## src/rtl/ahb_lite_pkg.sv

```systemverilog
// Shared AHB-Lite encodings for the bus mux slice: transfer types,
// response codes, decode prefix width and default-slave state encoding.
package ahb_lite_pkg;

    localparam logic [1:0] HTRANS_IDLE   = 2'b00;
    localparam logic [1:0] HTRANS_BUSY   = 2'b01;
    localparam logic [1:0] HTRANS_NONSEQ = 2'b10;
    localparam logic [1:0] HTRANS_SEQ    = 2'b11;

    localparam logic HRESP_OKAY  = 1'b0;
    localparam logic HRESP_ERROR = 1'b1;

    localparam int PREFIX_W = 8;

    localparam logic [1:0] D_IDLE = 2'd0;
    localparam logic [1:0] D_ERR1 = 2'd1;
    localparam logic [1:0] D_ERR2 = 2'd2;

    typedef enum logic [2:0] {
        DSEL_S0,
        DSEL_S1,
        DSEL_S2,
        DSEL_S3,
        DSEL_D
    } dsel_e;

endpackage

```

## src/rtl/ahb_default_slave.sv

```systemverilog
// Default slave for unmapped addresses. With AHB_MUX_DEFAULT_ERR_EN it
// answers valid transfers with the two-cycle ERROR and records the
// offending address (err_addr_o); otherwise it is a zero-wait OKAY slave.
// Ports: HCLK/HRESETn, haddr_i/htrans_i (address phase), sel_i (decode
// hit), hready_i (bus ready), hreadyout_o/hresp_o/hrdata_o (response).
module ahb_default_slave
    import ahb_lite_pkg::*;
(
    input  logic        HCLK,
    input  logic        HRESETn,
    input  logic [31:0] haddr_i,
    input  logic [1:0]  htrans_i,
    input  logic        sel_i,
    input  logic        hready_i,
    output logic        hreadyout_o,
    output logic        hresp_o,
    output logic [31:0] hrdata_o
`ifdef AHB_MUX_DEFAULT_ERR_EN
    ,
    output logic [31:0] err_addr_o
`endif
);

    assign hrdata_o = 32'h0;

`ifdef AHB_MUX_DEFAULT_ERR_EN

    logic [1:0]  state_q, state_d;
    logic [31:0] err_addr_q, err_addr_d;
    logic        start;

    // NONSEQ/SEQ only; IDLE/BUSY get a zero-wait OKAY
    assign start = hready_i && sel_i && htrans_i[1];

    always_comb begin
        state_d    = state_q;
        err_addr_d = err_addr_q;
        unique case (state_q)
            D_IDLE:  state_d = start ? D_ERR1 : D_IDLE;
            D_ERR1:  state_d = D_ERR2;
            D_ERR2:  state_d = start ? D_ERR1 : D_IDLE;
            default: state_d = D_IDLE;
        endcase
        if (start && state_q != D_ERR1) begin
            err_addr_d = haddr_i;
        end
    end

    always_ff @(posedge HCLK or negedge HRESETn) begin
        if (!HRESETn) begin
            state_q    <= D_IDLE;
            err_addr_q <= 32'h0;
        end else begin
            state_q    <= state_d;
            err_addr_q <= err_addr_d;
        end
    end

    assign hreadyout_o = (state_q != D_ERR1);
    assign hresp_o     = (state_q == D_IDLE) ? HRESP_OKAY : HRESP_ERROR;
    assign err_addr_o  = err_addr_q;

`else

    logic unused_ok;

    // Only D_IDLE exists: the inputs have no effect on the response
    assign unused_ok = ^{HCLK, HRESETn, haddr_i, htrans_i,
                         sel_i, hready_i};

    assign hreadyout_o = 1'b1;
    assign hresp_o     = HRESP_OKAY;

`endif

endmodule

```

## src/rtl/ahb_lite_bus_mux.sv

```systemverilog
// AHB-Lite interconnect: HADDR[31:24] decode to one-hot HSEL_S0..S3,
// data-phase select register, and HRDATA/HREADY/HRESP return mux.
// Unmapped addresses go to ahb_default_slave; ERR_ADDR exists only
// when AHB_MUX_DEFAULT_ERR_EN is defined.
module ahb_lite_bus_mux
    import ahb_lite_pkg::*;
#(
    parameter logic [PREFIX_W-1:0] S0_PREFIX = 8'h00,
    parameter logic [PREFIX_W-1:0] S1_PREFIX = 8'h50,
    parameter logic [PREFIX_W-1:0] S2_PREFIX = 8'h51,
    parameter logic [PREFIX_W-1:0] S3_PREFIX = 8'h52
) (
    input  logic        HCLK,
    input  logic        HRESETn,
    input  logic [31:0] HADDR,
    input  logic [1:0]  HTRANS,
    output logic        HSEL_S0,
    output logic        HSEL_S1,
    output logic        HSEL_S2,
    output logic        HSEL_S3,
    input  logic [31:0] HRDATA_S0,
    input  logic [31:0] HRDATA_S1,
    input  logic [31:0] HRDATA_S2,
    input  logic [31:0] HRDATA_S3,
    input  logic        HREADYOUT_S0,
    input  logic        HREADYOUT_S1,
    input  logic        HREADYOUT_S2,
    input  logic        HREADYOUT_S3,
    input  logic        HRESP_S0,
    input  logic        HRESP_S1,
    input  logic        HRESP_S2,
    input  logic        HRESP_S3,
    output logic [31:0] HRDATA,
    output logic        HREADY,
    output logic        HRESP
`ifdef AHB_MUX_DEFAULT_ERR_EN
    ,
    output logic [31:0] ERR_ADDR
`endif
);

    dsel_e               dec_sel;
    dsel_e               dsel_q, dsel_d;
    logic [PREFIX_W-1:0] pfx;
    logic                d_hready;
    logic                d_hresp;
    logic [31:0]         d_hrdata;

    assign pfx = HADDR[31:32-PREFIX_W];

    always_comb begin
        dec_sel = DSEL_D;
        unique case (1'b1)
            pfx == S0_PREFIX: dec_sel = DSEL_S0;
            pfx == S1_PREFIX: dec_sel = DSEL_S1;
            pfx == S2_PREFIX: dec_sel = DSEL_S2;
            pfx == S3_PREFIX: dec_sel = DSEL_S3;
            default:          dec_sel = DSEL_D;
        endcase
    end

    assign HSEL_S0 = (dec_sel == DSEL_S0);
    assign HSEL_S1 = (dec_sel == DSEL_S1);
    assign HSEL_S2 = (dec_sel == DSEL_S2);
    assign HSEL_S3 = (dec_sel == DSEL_S3);

    // Address phase is only taken when the current data phase completes
    assign dsel_d = HREADY ? dec_sel : dsel_q;

    always_ff @(posedge HCLK or negedge HRESETn) begin
        if (!HRESETn) begin
            dsel_q <= DSEL_D;
        end else begin
            dsel_q <= dsel_d;
        end
    end

    always_comb begin
        HRDATA = d_hrdata;
        HREADY = d_hready;
        HRESP  = d_hresp;
        unique case (dsel_q)
            DSEL_S0: begin
                HRDATA = HRDATA_S0;
                HREADY = HREADYOUT_S0;
                HRESP  = HRESP_S0;
            end
            DSEL_S1: begin
                HRDATA = HRDATA_S1;
                HREADY = HREADYOUT_S1;
                HRESP  = HRESP_S1;
            end
            DSEL_S2: begin
                HRDATA = HRDATA_S2;
                HREADY = HREADYOUT_S2;
                HRESP  = HRESP_S2;
            end
            DSEL_S3: begin
                HRDATA = HRDATA_S3;
                HREADY = HREADYOUT_S3;
                HRESP  = HRESP_S3;
            end
            default: begin
                HRDATA = d_hrdata;
                HREADY = d_hready;
                HRESP  = d_hresp;
            end
        endcase
    end

    ahb_default_slave u_dflt (
        .HCLK        (HCLK),
        .HRESETn     (HRESETn),
        .haddr_i     (HADDR),
        .htrans_i    (HTRANS),
        .sel_i       (dec_sel == DSEL_D),
        .hready_i    (HREADY),
        .hreadyout_o (d_hready),
        .hresp_o     (d_hresp),
        .hrdata_o    (d_hrdata)
`ifdef AHB_MUX_DEFAULT_ERR_EN
        ,
        .err_addr_o  (ERR_ADDR)
`endif
    );

endmodule

```

## config.mk

```make
export PLATFORM = sky130hd
export DESIGN_NAME = ahb_lite_bus_mux
export DESIGN_NICKNAME = d
export VERILOG_FILES = /design/src/rtl/ahb_lite_pkg.sv /design/src/rtl/ahb_default_slave.sv /design/src/rtl/ahb_lite_bus_mux.sv
export SDC_FILE = /design/constraint.sdc
export NUM_CORES = 1
export LEC_CHECK = 0
export BUFFER_PORTS_ARGS = -buffer_cell sky130_fd_sc_hd__buf_2
export CAP_MARGIN = 10
export CELL_PAD_IN_SITES_DETAIL_PLACEMENT = 1
export CELL_PAD_IN_SITES_GLOBAL_PLACEMENT = 1
export CORE_MARGIN = 8
export CORE_UTILIZATION = 18
export CTS_CLUSTER_DIAMETER = 60
export DETAILED_ROUTE_END_ITERATION = 10
export MAX_ROUTING_LAYER = met4
export PLACE_DENSITY = 0.91
export REMOVE_ABC_BUFFERS = 1
export SLEW_MARGIN = 30
export SYNTH_ARGS = -nofsm -noshare
export SYNTH_HDL_FRONTEND = slang
export SYNTH_SLANG_ARGS = --single-unit
```

## constraint.sdc

```tcl
create_clock -name HCLK -period 2 [get_ports HCLK]
set_input_delay 0.6 -clock HCLK [delete_from_list [all_inputs] [get_ports HCLK]]
set_output_delay 0.6 -clock HCLK [all_outputs]
set_load 0.005 [all_outputs]
```

After elaboration in Yosys (flattened, before gate mapping)

Cells that the tools add are included.
W data, S select, Z words.

Bits in registers: 3
Bits in latches: 0
Bits in writable memories: 0
Memory bits (read-only): 0
Input port bits: 172
Output and inout bits: 38
Logic and storage cells: 17
Memories: 0

$add $sub $neg: 0
Multipliers: 0
Divide/modulo/power cells: 0
Magnitude comparators: 0
Equal/unequal tests: 9
Shift-type cells: 0
Muxes and demuxes: 4
Bitwise logic cells: 0
Reduce and logical (&&, ||, !) cells: 3

Operator list:

| kind                 | count |
|---|---|
| $pmux W32 S4         | 1 |
| $eq A8 B7 Y1 const B | 3 |
| $eq A3 B2 Y1 const B | 4 |
| $pmux W3 S4          | 1 |
| $logic_not A8 Y1     | 1 |
| $pmux W1 S4          | 2 |
| $eq A3 B1 Y1 const B | 2 |
| $logic_not A3 Y1     | 2 |

Depth between registers and ports, before layout

Gate-level depths: netlist (run 1).

Word-level depth: 3
Gate-level depth with buffers: 5
Gate-level depth less buffers: 3

By module

From an unflattened synthesis (run 1), not the netlist that was laid out.

Cells, all modules: 141
Area, all modules: 1725.4 sq um

By module, submodules not included:

| module            | instances | cells an instance | area each (sq um) | sequential area each (sq um) |
|---|---|---|---|---|
| ahb_lite_bus_mux  | 1         | 105               | 1462.7            | 76.3 |
| ahb_default_slave | 1         | 36                | 262.8             | 0.0 |

Worst setup path before layout (run 1)

OpenSTA, ideal clock, no wires.

Kind: input-to-output
Start point: input HADDR[29]
End point: output HSEL_S0
Arrival: 1373 ps
Required time: 1400 ps
Setup slack: 27 ps
Stages: 3
Path buffers: 0
Cells stage by stage: nor4_2 > nand2_1 > nor4b_1

Word-level cells in the longest chain between the ends: 3
Elaborated cells on any way between the ends: 6
Classes of those cells: eq/ne (3); mux (1); reduce/logical (2)

Ends and longest elaborated chain:

| item                                       | line                   | RTL |
|---|---|---|
| start, declared                            | ahb_lite_bus_mux.sv:15 | `input logic [31:0] HADDR,` |
| $eq A8 B7 Y1, or another cell as far along | ahb_lite_bus_mux.sv:57 | `pfx == S3_PREFIX: dec_sel = DSEL_S3;` |
| $pmux W3 S4 (*)                            | ahb_lite_bus_mux.sv:53 | `unique case (1'b1)` |
| $logic_not A3 Y1 (*)                       | ahb_lite_bus_mux.sv:62 | `assign HSEL_S0 = (dec_sel == DSEL_S0);` |
| end, declared                              | ahb_lite_bus_mux.sv:17 | `output logic HSEL_S0,` |

Mark *: on every way between the ends. The rest lies on a longest branch, timed or not.

Worst setup path after layout (run 1)

Start point: register dsel_q[0]
End point: output HRDATA[20]

Word-level cells in the longest chain between the ends: 2
Elaborated cells on any way between the ends: 5
Classes of those cells: eq/ne (3); mux (1); reduce/logical (1)

Ends and longest elaborated chain:

| item                                       | line                   | RTL |
|---|---|---|
| start, declared                            | ahb_lite_bus_mux.sv:43 | `dsel_e dsel_q, dsel_d;` |
| start signal, assigned                     | ahb_lite_bus_mux.sv:74 | `dsel_q <= dsel_d;` |
| $eq A3 B2 Y1, or another cell as far along | ahb_lite_bus_mux.sv:82 | `unique case (dsel_q)` |
| $pmux W32 S4 (*)                           | ahb_lite_bus_mux.sv:82 |  |
| end, declared                              | ahb_lite_bus_mux.sv:33 | `output logic [31:0] HRDATA,` |

Marked as above.

==> impl_metrics.json, run 1 <==
{
  "outcome": "finished, violations left",
  "failed_checks": "setup timing",
  "rsz0062_at_grt": "true",
  "cts_hold_buffers": 0,
  "timing.final.crit_share": 1.12,
  "vias_per_cell": 4.35,
  "die_w_um": 100,
  "wl_met3_um": 667,
  "antenna_found_initial": 0,
  "largest_registers": "dsel_q x3",
  "vias": 1730,
  "max_cap_viol_count": 0,
  "clockBufferDepth": 2,
  "syn_inst": 105,
  "crit_family": "multiplexers",
  "p_comb_frac": 0.532,
  "end_kind": "output pin",
  "async_flop_share": 1.00,
  "timing.rr.start": "dsel_q[0]",
  "synth.avg_cell_area_um2": 12.2,
  "cts_buffers": 3,
  "worstPathArrival_ns": 1.65,
  "p_seq_frac": 0.124,
  "hold_viol": 0,
  "synthFlopType": "dfrtp_1",
  "synth_top_area_frac": 0.581,
  "path_clk_slew_ns": 0.03,
  "crit_path_max_fanout": 5,
  "slowest_delay_ns": 0.48,
  "cts_tree": "yes",
  "path_cells": "buf_4 -> clkbuf_16 -> mux4_2 -> nor2b_1 -> buf_2",
  "largest_reg_flops": 3,
  "cp.depth": 5,
  "max_flop_register": "dsel_q",
  "wl_met1_mm": 2.78,
  "numPortBuffers": 183,
  "ys_top_cells_by_area": "mux4_2 58%, nor2b_1 17%, dfrtp_1 3.9%",
  "r2r-end": "dsel_q[0]",
  "rows": 30,
  "die_h_um": 100,
  "p_clk_frac": 0.344,
  "grt-ovfl-total": 0,
  "antenna_cells": 0,
  "worst_pin_slew_ns": 0.266,
  "synth_edf_count": 0,
  "synth_top_area_cell": "mux4_2",
  "grt_pass1_wl_mm": 10.8,
  "hpwl_mm": 6.55,
  "regToRegSetupSlack_ns": 0.51,
  "worstPathRequired_ns": 1.40,
  "htreeDepth": 1,
  "coreArea_um2": 6830,
  "p_sw_frac": 0.247,
  "netlist_area_um2": 1280,
  "drc": 0,
  "vdd.ir_drop.worst_mv": 0.121,
  "drv_slew": 0,
  "power.leakage_nw": 1.25,
  "yosysUniqueCellTypes": 24,
  "syn2layout_area_growth_pct": 102,
  "grt_use_total": 0.139,
  "hold_class": "in -> async",
  "routedWlPerCell_um": 19.1,
  "cp-start-kind": "flop",
  "ys_warn_count": 0,
  "cts_root_buf": "clkbuf_8",
  "maxSlewHeadroom": 0.818,
  "p_switching_w": 0.000126,
  "drt_iter0_markers": 14,
  "period_minus_slack_ns": 2.25,
  "grt_max_degree": 23,
  "hold_ws_ns": 0.171,
  "drtAntennaViolNets": 0,
  "drive_above_1_share": 0.821,
  "dp_slack_ns": -0.253,
  "cellPowerDensity_nw_per_um2": 198,
  "rr_worst_depth": 6,
  "clock-sinks": 3,
  "wl_met2_mm": 4.09,
  "totalWireLength_mm": 7.58,
  "ios": 210,
  "slowest_stage": "mux4_2",
  "synth-seq-area-share": 0.0597,
  "firstDrtPassIters": 4,
  "crit_buf_inv": 3,
  "max_freq_mhz": 445,
  "initial_utilization": 0.187,
  "synth_seq_cells": 3,
  "die-area_um2": 10100,
  "insertion_delay_ns": 0.22,
  "worst_clock_skew_ns": 0.000400,
  "top_layer": "met4",
  "grt_pass1_vias": 2040,
  "internal-power_w": 0.000385,
  "setup_violations": 38,
  "place_congestion": 0.839,
  "finalWorstSetupSlack_ns": -0.246,
  "nNetsFinal": 475,
  "worstSetupPathType": "reg -> out"
}
worst reg2reg max path, stage by stage (launching register included):
cell	delay [ns]
dfrtp_2	0.41
buf_4	0.16
buf_8	0.13
mux2i_2	0.16
a22oi_2	0.23
buf_4	0.14
mux2i_1	0.17
metal layers:
metal  vias to the layer above  global-route usage
li1                        814                   -
met1                       803               0.144
met2                       109               0.263
met3                         4              0.0311
met4                         0              0.0256
met5                         -                   -
placed cells by master (no fill, tap or decap), types with 2 or more instances in the layout:
cell type	netlist	final
buf_2	4	181
nor2b_1	34	34
mux4_2	33	33
buf_4	0	13
nor2_1	4	4
buf_12	1	4
clkbuf_8	0	3
mux2i_1	3	2
nand2_1	2	2
inv_1	2	2
clkbuf_16	0	2
buf_6	3	2
metrics by stage:
stage | util | TNS (ns) | instance area (um^2) | cells | power [W]
after floorplan | - | -30.16 | 1190 | 94 | 0.000152
after global placement | 0.345 | -0.825 | 2360 | 383 | 0.000314
after detailed placement | 0.345 | -1.40 | 2360 | 383 | 0.000327
after CTS | 0.363 | -7.77 | 2480 | 391 | 0.000517
after global routing | 0.379 | -10.06 | 2590 | 398 | 0.000547
final | 0.379 | -7.59 | 2590 | 398 | 0.000511
power groups by stage:
| stage | Clock (W) | Sequential, W | Combinational, W |
|---|---|---|---|
| final | 0.000176 | 0.0000634 | 0.000272 |
| after global routing | 0.000188 | 0.0000635 | 0.000296 |
| after CTS | 0.000182 | 0.0000634 | 0.000271 |
| after detailed placement | 0 | 0.0000641 | 0.000263 |
| after global placement | 0 | 0.0000641 | 0.000250 |
| after floorplan | 0 | 0.0000699 | 0.0000818 |
area by class of cell:
type	count	area, um^2
clock buffer	4	45.0
inverter	2	7.51
tap	96	120
timing repair buffer	204	1200
fill	826	4240
multi-input combinational	89	1140
sequential	3	77.6
cell families after synthesis:
family,count (synthesis),synth area share
AOI/OAI and AO/OA,2,0.0137
xor gates and xnor gates,2,0.0137
buffers and inverters,13,0.0724
DFF,3,0.0597
muxes,36,0.605
and+or+nand+nor,49,0.236
worst max path at each step:
| stage | endpoint | slack (ns) | startpoint |
|---|---|---|---|
| after global routing | HRDATA[29] | -0.30 | dsel_q[0] |
| after floorplan | HRDATA[0] | -0.87 | dsel_q[0] |
| after detailed placement | HSEL_S0 | -0.25 | HADDR[29] |
| final | HRDATA[20] | -0.25 | dsel_q[0] |
| after global placement | HSEL_S0 | -0.17 | HADDR[29] |
| after CTS | HRDATA[8] | -0.25 | dsel_q[0] |
cell usage after synthesis, types with 2 or more instances:
cell / n
buf_6: 3
mux4_2: 33
clkbuf_1: 3
buf_2: 4
mux2i_1: 3
nor2b_1: 34
nor2_1: 4
nand3_1: 2
dfrtp_1: 2
inv_1: 2
nand2_1: 2
what timing repair did:
item	4_1_cts	5_1_grt
gates resized for setup	6	6
endpoints found under the setup margin	38	38
gates cloned	1	3
pin swaps	5	6
setup buffers	3	5
(Power assumes the default switching activity.)
==> run 2: changes to the inputs <==
--- a/config.mk
+++ b/config.mk
@@ -9,7 +9,6 @@
 export CAP_MARGIN = 10
 export CELL_PAD_IN_SITES_DETAIL_PLACEMENT = 1
 export CELL_PAD_IN_SITES_GLOBAL_PLACEMENT = 1
-export CORE_MARGIN = 8
 export CORE_UTILIZATION = 18
 export CTS_CLUSTER_DIAMETER = 60
 export DETAILED_ROUTE_END_ITERATION = 10
==> run 2 against run 1 <==
  * The run still ends with setup timing left
  * Via count rose by 0.12%
  * Power decreased by 0.47%
  * Count of clock-buffer cells in the layout is the same
  * Non-clock buffer count down 8
  * Global-route usage grew 1.8 points
  * Worst hold slack got worse by 0.0012 ns
==> impl_metrics.json, run 2 (same netlist as run 1, synthesis figures left out) <==
{
  "outcome": "finished, violations left",
  "failed_checks": "setup timing",
  "dpl.cell_count": 382,
  "internal-power_w": 0.000382,
  "cts_hold_buffers": 0,
  "rows": 30,
  "antenna_cells": 0,
  "worstSetupStartpoint": "dsel_q[0]",
  "max_cap_viol_count": 0,
  "cts_root_buf": "clkbuf_8",
  "worst_pin_slew_ns": 0.294,
  "hold_viol": 0,
  "finalWorstSetupSlack_ns": -0.237,
  "drive_above_1_share": 0.810,
  "place_congestion": 0.706,
  "dp_slack_ns": -0.195,
  "drv_slew": 0,
  "syn2layout_area_growth_pct": 92.1,
  "grt_max_degree": 21,
  "layout_commonest_cell": "buf_2",
  "worstSetupPathType": "reg -> out",
  "p_comb_frac": 0.525,
  "htreeDepth": 1,
  "worst_clock_skew_ns": 0.00127,
  "crit_path_max_fanout": 20,
  "firstDrtPassIters": 4,
  "setup_violations": 38,
  "cts_tree": "yes",
  "cellPowerDensity_nw_per_um2": 207,
  "power.leakage_nw": 1.19,
  "grt_pass1_wl_mm": 8.71,
  "antenna_found_initial": 0,
  "clock-sinks": 3,
  "max_flop_register": "dsel_q",
  "largest_registers": "dsel_q x3",
  "p_clk_frac": 0.350,
  "cts_buffers": 3,
  "initial_utilization": 0.187,
  "hold_class": "in -> async",
  "p_sw_frac": 0.250,
  "coreArea_um2": 6830,
  "worstPathRequired_ns": 1.40,
  "ios": 210,
  "p_switching_w": 0.000127,
  "drt_iter0_markers": 16,
  "timing.rr.start": "dsel_q[0]",
  "timing.final.crit_share": 1.12,
  "grt-ovfl-total": 0,
  "period_minus_slack_ns": 2.24,
  "drtAntennaViolNets": 0,
  "fin_cells": 390,
  "vdd.ir_drop.worst_mv": 0.127,
  "largest_reg_flops": 3,
  "die_w_um": 86.3,
  "maxSlewHeadroom": 0.803,
  "numPortBuffers": 183,
  "clockBufferDepth": 2,
  "totalWireLength_mm": 5.96,
  "hold_ws_ns": 0.170,
  "placed_area_um2": 2350,
  "p_seq_frac": 0.125,
  "mostFrequentLayoutCells": "181 x buf_2, 34 x nor2b_1, 33 x mux4_2",
  "rr_worst_depth": 6,
  "max_freq_mhz": 447,
  "drc": 0,
  "grt_use_total": 0.157,
  "worstPathArrival_ns": 1.64,
  "p_total_w": 0.000509,
  "grt_pass1_vias": 1876,
  "insertion_delay_ns": 0.22,
  "die_h_um": 86.3,
  "vias_per_cell": 4.44,
  "end_kind": "output pin",
  "vias": 1732,
  "routedWlPerCell_um": 15.3,
  "rsz0062_at_grt": "true",
  "nNetsFinal": 467,
  "cp-start-kind": "flop",
  "die-area_um2": 7450,
  "stdcell_area_um2": 2460,
  "path_clk_slew_ns": 0.03
}
[run 2: changes by cell type in the layout (fill, tap and decap cells not counted)]
cell and delta:
buf_16 -1, buf_4 -4, buf_8 -1, clkbuf_16 -2
mux2i_1 +1, mux2i_2 -1, nand3_1 +1, nand3_2 -1
[run 2: repair_timing]
| action | in CTS | in global routing |
|---|---|---|
| pin swaps | 5 | 4 |
| endpoints found under the setup margin | 37 | 38 |
| endpoints found under the hold margin | 0 | 0 |
| resized for setup | 4 | 1 |
| buffers inserted | 2 | 2 |
[run 2: critical path, cell delays in order (launching register included)]
cell	delay (ns)
dfrtp_2	0.39
buf_12	0.20
mux4_2	0.53
nor2b_1	0.15
buf_2	0.13
[run 2: worst paths after layout]
check | slack, ns | endpoint
setup / recovery | -0.24 | HRDATA[12]
hold / removal | 0.17 | dsel_q[1]
setup reg to reg | 0.52 | dsel_q[0]
hold reg to reg | 0.75 | dsel_q[1]
max in group asynchronous | 1.64 | dsel_q[2]
min in group HCLK | 0.75 | dsel_q[1]
[run 2: final cells by class]
class | instances | area [um^2]
sequential | 3 | 77.6
multi-input combinational | 89 | 1130
tap | 96 | 120
timing repair buffer | 196 | 1080
clock buffer | 4 | 45.0
fill | 853 | 4380
inverter | 2 | 7.51
[run 2: power groups by stage]
stage	combinational (W)	clock [W]	sequential, W
2_1_floorplan	0.0000818	0	0.0000699
3_3_place_gp	0.000248	0	0.0000642
3_5_place_dp	0.000264	0	0.0000643
4_1_cts	0.000270	0.000184	0.0000637
5_1_grt	0.000291	0.000192	0.0000638
6_report	0.000267	0.000178	0.0000636
[run 2: stage by stage]
step	util	setup TNS, ns
4_1_cts	0.357	-7.64
5_1_grt	0.360	-9.53
2_1_floorplan	-	-30.16
6_report	0.360	-6.74
3_3_place_gp	0.344	-0.915
3_5_place_dp	0.344	-1.38
[run 2: metal layers]
metal / share of wire / global-route usage
met1: 0.32 / 0.144
met3: 0.093 / 0.0257
met5: 0 / -
met2: 0.58 / 0.330
met4: 0.0091 / 0.0364
==> run 3: changes to the inputs <==
--- a/config.mk
+++ b/config.mk
@@ -12,7 +12,6 @@
 export CORE_UTILIZATION = 18
 export CTS_CLUSTER_DIAMETER = 60
 export DETAILED_ROUTE_END_ITERATION = 10
-export MAX_ROUTING_LAYER = met4
 export PLACE_DENSITY = 0.91
 export REMOVE_ABC_BUFFERS = 1
 export SLEW_MARGIN = 30
==> run 3 against run 2 <==
  * The run still ends with setup timing left
  * Non-clock buffer count did not move
  * Worst hold slack barely moved
  * First-iteration DRC count did not move
  * Sequential power barely moved
  * Global-route usage fell by 0.46 points
  * Flip-flop and latch count did not move
  * Critical path type unchanged
  * Highest routed layer unchanged
==> impl_metrics.json, run 3 (same netlist as run 1, synthesis figures left out) <==
{
  "outcome": "finished, violations left",
  "failed_checks": "setup timing",
  "worst_pin_slew_ns": 0.294,
  "htreeDepth": 1,
  "stdcell_area_um2": 2460,
  "crit_family": "multiplexers",
  "die-area_um2": 7450,
  "end_kind": "output pin",
  "crit_buf_inv": 2,
  "cts_hold_buffers": 0,
  "rr_worst_depth": 6,
  "cts_tree": "yes",
  "grt_pass1_vias": 1876,
  "worstSetupPathType": "reg -> out",
  "drv_slew": 0,
  "worstPathRequired_ns": 1.40,
  "timing.rr.start": "dsel_q[0]",
  "vias": 1732,
  "placed_area_um2": 2350,
  "largest_registers": "dsel_q x3",
  "nNetsFinal": 467,
  "largest_reg_flops": 3,
  "worst_clock_skew_ns": 0.00128,
  "path_cells": "buf_12 -> mux4_2 -> nor2b_1 -> buf_2",
  "drive_above_1_share": 0.810,
  "insertion_delay_ns": 0.22,
  "clock-sinks": 3,
  "num-fill-cells": 853,
  "antenna_found_initial": 0,
  "power.leakage_nw": 1.19,
  "period_minus_slack_ns": 2.24,
  "finalWorstSetupSlack_ns": -0.237,
  "grt_max_degree": 21,
  "cp-start-kind": "flop",
  "slowest_stage": "mux4_2",
  "cts_root_buf": "clkbuf_8",
  "initial_utilization": 0.187,
  "drc": 0,
  "path_clk_slew_ns": 0.03,
  "cellPowerDensity_nw_per_um2": 207,
  "max_freq_mhz": 447,
  "maxSlewHeadroom": 0.803,
  "r2r-end": "dsel_q[0]",
  "firstDrtPassIters": 4,
  "cts_buffers": 3,
  "timing.final.crit_share": 1.12,
  "die_h_um": 86.3,
  "vias_per_cell": 4.44,
  "drt_iter0_markers": 16,
  "coreArea_um2": 6830,
  "setup_violations": 38,
  "wl_met3_um": 571,
  "hold_ws_ns": 0.170,
  "wl_met1_mm": 1.88,
  "rsz0062_at_grt": "true",
  "grt-ovfl-total": 0,
  "max_cap_viol_count": 0,
  "totalWireLength_mm": 5.96,
  "mostFrequentLayoutCells": "181 x buf_2, 34 x nor2b_1, 33 x mux4_2",
  "routedWlPerCell_um": 15.3,
  "ios": 210,
  "slowest_delay_ns": 0.53,
  "die_w_um": 86.3,
  "antenna_cells": 0,
  "top_layer": "met4",
  "drtAntennaViolNets": 0,
  "syn2layout_area_growth_pct": 92.1,
  "wl_met2_mm": 3.45,
  "crit_path_max_fanout": 20,
  "worstSetupStartpoint": "dsel_q[0]",
  "worstPathArrival_ns": 1.64,
  "hold_class": "in -> async",
  "vdd.ir_drop.worst_mv": 0.127,
  "regToRegSetupSlack_ns": 0.52,
  "hold_viol": 0,
  "grt_use_total": 0.152,
  "numPortBuffers": 183,
  "grt_pass1_wl_mm": 8.71,
  "rows": 30,
  "layout_commonest_cell": "buf_2",
  "max_flop_register": "dsel_q",
  "place_congestion": 0.698,
  "clockBufferDepth": 2
}
[run 3: cell counts in the layout (fill, tap and decap cells not counted)]
Identical to the previous run, type by type.
[run 3: power breakdown]
part | switching, W | internal, W | total, W
clock | 0.0000420 | 0.000136 | 0.000178
combinational | 0.0000840 | 0.000183 | 0.000267
sequential | 0.00000108 | 0.0000625 | 0.0000636
total | 0.000127 | 0.000382 | 0.000509
[run 3: area by class of cell]
type / instances / area [um^2] / area share
clock buffers: 4 / 45.0 / 0.0183
inverters: 2 / 7.51 / 0.00306
multi-input cells: 89 / 1130 / 0.460
flip-flops and latches: 3 / 77.6 / 0.0316
well taps: 96 / 120 / 0.0489
repair buffers: 196 / 1080 / 0.438
[run 3: worst max-delay path by stage]
stage | to | slack [ns] | cells past startpoint
6_report | HRDATA[12] | -0.24 | 4
5_1_grt | HRDATA[7] | -0.32 | 4
4_1_cts | HRDATA[7] | -0.27 | 4
3_5_place_dp | HSEL_S3 | -0.19 | 5
3_3_place_gp | HSEL_S0 | -0.19 | 5
2_1_floorplan | HRDATA[0] | -0.87 | 2
[run 3: worst register-to-register path, delay by kind of cell (launching register included)]
| kind | cells | cell delay (ns) |
|---|---|---|
| buf+inv | 3 | 0.47 |
| flops | 1 | 0.43 |
| mux | 2 | 0.30 |
| compound gates | 1 | 0.21 |
[run 3: per-layer routing]
layer | global-route usage | vias up
li1 | - | 798
met1 | 0.142 | 827
met2 | 0.330 | 101
met3 | 0.0286 | 6
met4 | 0.0364 | 0
met5 | 0 | -
[run 3: metrics by stage]
step           utilization  power (W)  setup WS (ns)  cells  TNS, ns
2_1_floorplan            -   0.000152         -0.867     94   -30.16
3_3_place_gp         0.344   0.000312         -0.195    382   -0.915
3_5_place_dp         0.344   0.000328         -0.195    382    -1.38
4_1_cts              0.357   0.000517         -0.266    388    -7.64
5_1_grt              0.360   0.000547         -0.318    390    -9.53
6_report             0.360   0.000509         -0.237    390    -6.76
[run 3: repair_timing]
action / in CTS / in global routing
pin swaps: 5 / 4
cloned: 0 / 0
setup buffers: 2 / 2
setup endpoints to repair: 37 / 38
gates resized for setup: 4 / 1
